==> src/rtl/la_scanreg.sv <==
// rtl/la_scanreg.sv - scan-capable register with shift-episode tracking and optional shadow stage
//
// Purpose:
//   W-bit state register r with parallel capture (en) and serial scan (se/si/so).
//   A two-state FSM with a saturating shift counter tracks each scan episode.
//   sfull is a level flag that is high while the counter sits at W. sdone is a
//   one-cycle pulse marking the first time the counter reaches W in an episode.
//   q presents the state, or the shadow copy when that stage is compiled in,
//   bitwise inverted when INV=1.
//
// Build option:
//   LA_SCANREG_SHADOW_EN - when defined, adds a W-bit shadow register sh that
//   copies r on upd while se=0, so q stays frozen during scan. When undefined,
//   q follows r directly and upd is ignored. The port list is identical in
//   both builds.
//
// Ports:
//   clk    in   1  clock, all state on rising edge
//   reset  in   1  synchronous reset, active-high
//   d      in   W  parallel capture data
//   en     in   1  capture enable
//   se     in   1  scan enable (has priority over en)
//   si     in   1  scan serial in
//   upd    in   1  shadow update strobe
//   q      out  W  data out
//   so     out  1  scan serial out, r[W-1]
//   sdone  out  1  full-chain-shifted pulse
//   sfull  out  1  full-chain level flag
module la_scanreg #(
  parameter int    W    = 8,
  parameter int    INV  = 1,
  parameter string PROP = "DEFAULT"
) (
  input  logic         clk,
  input  logic         reset,
  input  logic [W-1:0] d,
  input  logic         en,
  input  logic         se,
  input  logic         si,
  input  logic         upd,
  output logic [W-1:0] q,
  output logic         so,
  output logic         sdone,
  output logic         sfull
);

  localparam int            CW       = $clog2(W + 1);
  localparam logic [CW-1:0] CNT_FULL = CW'(W);

  localparam logic [0:0] ST_IDLE  = 1'b0;
  localparam logic [0:0] ST_SHIFT = 1'b1;

  // PROP only tags the instance for technology mapping.
  localparam bit PROP_EMPTY = (PROP == "");

  logic [W-1:0]  r_q, r_d, r_shift;
  logic [0:0]    state_q, state_d;
  logic [CW-1:0] cnt_q, cnt_d;
  logic          sdone_q, sdone_d;
  logic          sfull_q, sfull_d;
  logic [W-1:0]  src;

  // A one-bit chain has no upper bits to keep, so si replaces the whole register.
  generate
    if (W == 1) begin : g_shift_w1
      assign r_shift = si;
    end else begin : g_shift_wn
      assign r_shift = {r_q[W-2:0], si};
    end
  endgenerate

  always_comb begin
    r_d = r_q;
    if (se) begin
      r_d = r_shift;
    end else if (en) begin
      r_d = d;
    end
  end

  always_comb begin
    state_d = se ? ST_SHIFT : ST_IDLE;

    // The first scan cycle of an episode counts as shift number one. Any
    // cycle without se ends the episode.
    cnt_d = '0;
    if (se) begin
      if (state_q == ST_IDLE) begin
        cnt_d = CW'(1);
      end else if (cnt_q != CNT_FULL) begin
        cnt_d = cnt_q + CW'(1);
      end else begin
        cnt_d = cnt_q;
      end
    end

    sfull_d = (cnt_d == CNT_FULL);
    // Pulse only on the transition into W. A saturated counter stays at W
    // and does not pulse again.
    sdone_d = (cnt_d == CNT_FULL) && (cnt_q != CNT_FULL);
  end

  always_ff @(posedge clk) begin
    if (reset) begin
      r_q     <= '0;
      state_q <= ST_IDLE;
      cnt_q   <= '0;
      sdone_q <= 1'b0;
      sfull_q <= 1'b0;
    end else begin
      r_q     <= r_d;
      state_q <= state_d;
      cnt_q   <= cnt_d;
      sdone_q <= sdone_d;
      sfull_q <= sfull_d;
    end
  end

`ifdef LA_SCANREG_SHADOW_EN
  logic [W-1:0] sh_q, sh_d;

  // The shadow copy holds while scanning so that q does not ripple.
  always_comb begin
    sh_d = sh_q;
    if (upd && !se) begin
      sh_d = r_q;
    end
  end

  always_ff @(posedge clk) begin
    if (reset) begin
      sh_q <= '0;
    end else begin
      sh_q <= sh_d;
    end
  end

  assign src = sh_q;
`else
  assign src = r_q;
`endif

  // upd has no role in the build without the shadow stage. PROP has no
  // functional effect in any build.
  logic unused_ok;
  assign unused_ok = ^{upd, PROP_EMPTY};

  assign q     = (INV != 0) ? ~src : src;
  assign so    = r_q[W-1];
  assign sdone = sdone_q;
  assign sfull = sfull_q;

endmodule

==> config.mk <==
export PLATFORM = sky130hd
export DESIGN_NAME = la_scanreg
export DESIGN_NICKNAME = d
export VERILOG_FILES = /design/src/rtl/la_scanreg.sv
export SDC_FILE = /design/constraint.sdc
export NUM_CORES = 1
export LEC_CHECK = 0
export CAP_MARGIN = 15
export CORE_MARGIN = 3
export CORE_UTILIZATION = 46
export CTS_BUF_LIST = sky130_fd_sc_hd__clkbuf_16
export DETAILED_ROUTE_END_ITERATION = 12
export PLACE_DENSITY = 0.92
export SYNTH_ARGS = -nofsm -noshare
export SYNTH_HDL_FRONTEND = slang
export SYNTH_SLANG_ARGS = --single-unit
==> constraint.sdc <==
create_clock -name clk -period 3.4 [get_ports clk]
set_input_delay 1.02 -clock clk [delete_from_list [all_inputs] [get_ports clk]]
set_output_delay 1.02 -clock clk [all_outputs]
set_load 0.02 [all_outputs]
==> metrics <==
status complete, no violations; Critical Path RT 3.55 ns; area delta synth->final 44.3%; PD cells 468 nW/um^2; Avg Vias per Cell 5.17; I/O Pins 25; Nets roughly 120; slowest CP cell clkdlybuf4s50_1; FF+latch count, synth 15; sequential element share of the synthesized area 0.422; # diodes 0; GRT overflow 0; cts bufs inserted 3; CTS Hold Buffers Added 0; worst skew pair latency between 0.2 and 0.25 ns; Yosys warnings 0; DRC errors left 0; synth top area cells dfxtp_1 42%, a211oi_1 15%, nor2b_1 7.9%, inv_1 5.8%, ha_1 3.5%; Switching Fraction 0.215; asr flop ratio synth 0; mapped cell area 712 sq um; Rel. slew slack 0.667; CP Cell Sequence clkdlybuf4s50_1 > buf_4 > and4b_1 > mux2i_1 > nor4_2; Site Rows 13; core footprint 1380 sq um; Clock Power Share 0.463; Hold WS 0.474 ns; number of setup violations in the final report 0; Routed Antenna Nets 0; Pint about 0.38 mW; Detailed Route Iter0 Violations 5; clock skew roughly 0.0028 ns; # Post-CTS Setup Buffers 0; DR top layer met4; layout cell share with drive strength beyond 1 0.0900; CTS Sinks 15; H-tree levels 1; maximum VDD drop 0.413 mV; number of synthesized flops with an enable pin 0; Setup CP Type input pin to register; largest net degree at the start of global routing 16; initial antenna violation count 0; crit start category input pin; vias in the first global route 570; critical-path maximum fanout 10; Sw Pwr around 0.10 mW; combinational share of power 0.144; cell with the most instances after synthesis dfxtp_1; Arrival @ worst endpoint 2.51 ns; Slew Viols, Final 0; CTS tree built; net count after synthesis 92; maximum operating frequency 0.425 GHz; synth unique cells 21; area of the die 2060 sq um; max incr delay on CP 0.66 ns; LEAKAGE 0.413 nW; synthesized area per cell 9.37 sq um; kind of end point of the critical path register; Final WS setup 1.05 ns; die width 45.3 um; Flop pwr share 0.393; Mapped Cells 76; Initial Util 0.515; crit share post-route 0.691; Met3 Routed Length just over 80 um; metal2 WL 714 um; worst slack, placed between 0.8 and 0.9 ns; Final HPWL DP approximately 1.0 mm; Met1 Wirelength 642 um; Slew @ Worst Pin around 0.5 ns; Max Cap Violations 0; setup total negative slack 0 ns; post-synth top area share 0.422; RSZ-0062 raised after global routing false; vias 595; PostCTS Resize Cnt 0; Yosys top cell by area dfxtp_1; global-route wire length before repair 2.44 mm; Root Buffer clkbuf_16; final hold violations 0; Routed WL 1.47 mm; Reg clk slew, reported paths 0.05 ns; Overall Global Routing Usage 0.163; DIE HEIGHT ~45 um; top_reg_cell synth dfxtp_1; Hold Path Class register to register; number of I/O port buffers 23; min Tclk post-route 2.35 ns; Routed WL per cell 12.8 um; first-pass detailed-route iteration total 3; Clock Path Buffers 2; synth cell count leaders 15 x dfxtp_1, 14 x a211oi_1, 11 x inv_1; gpl congestion 0.800
[cell usage in the layout (no fill, tap or decap), types with 3 or more instances in the layout]
cell / n
dfxtp_1: 15
clkdlybuf4s50_1: 23
clkbuf_16: 3
nand2_1: 3
nor2b_1: 9
inv_1: 12
a211oi_1: 14
[sequential cells by signal, indices dropped and copies added, names as in the netlist]
register,count
cnt_q,4
r_q,8
sdone,1
sfull,1
state_q,1
[final timing paths]
| kind | start | endpoint | slack, ns | cells after the start |
|---|---|---|---|---|
| worst max register to register | cnt_q[0]$_SDFF_PP0_ | sdone$_SDFF_PP0_ | 1.91 | 5 |
| worst max-delay path | se | sdone$_SDFF_PP0_ | 1.05 | 5 |
| worst min-delay path | r_q[1]$_SDFFE_PP0P_ | r_q[2]$_SDFFE_PP0P_ | 0.47 | 2 |
| worst min register to register | r_q[1]$_SDFFE_PP0P_ | r_q[2]$_SDFFE_PP0P_ | 0.47 | 2 |
[power by group through the flow]
stage               combinational, mW  clock [mW]  sequential, mW
global route                   0.0747       0.237           0.190
detailed placement             0.0693           0           0.192
finish                         0.0692       0.223           0.189
CTS                            0.0698       0.226           0.189
global placement               0.0680           0           0.192
floorplan                      0.0358           0           0.192
[logic make-up after synthesis]
group | after synthesis | share of synthesized area
flip-flops | 15 | 0.422
adder cells (fa/ha/maj) | 2 | 0.0351
multiplexers | 4 | 0.0650
AND/OR/NAND/NOR | 25 | 0.232
AO/OA/AOI/OAI | 15 | 0.160
buffers and inverters | 15 | 0.0861
[final cells by class]
type / count / area [sq um]
clock buffers: 3 / 75.1
multi-input cells: 46 / 350
inverters: 11 / 41.3
clock inverters: 1 / 3.75
repair buffers: 24 / 238
fillers: 100 / 355
flip-flops and latches: 15 / 300
well taps: 15 / 18.8
[stage by stage]
stage	cell area, sq um	util	cells	total power, mW
floorplan	712	-	76	0.228
global placement	948	0.686	111	0.260
detailed placement	948	0.686	111	0.262
CTS	1030	0.743	115	0.485
global route	1030	0.743	115	0.502
finish	1030	0.743	115	0.481
[critical path: cells and delay by family]
kind	cells	cell delay (ns)
buffers and inverters	2	0.89
multiplexers	1	0.13
AND/OR/NAND/NOR	2	0.45
[metal layers]
layer	up-vias	GRT usage
met3	4	0.0478
li1	308	-
met1	265	0.194
met2	18	0.266
met4	0	0.0760
met5	-	0
Note: power is estimated with default switching activity, not from simulation.
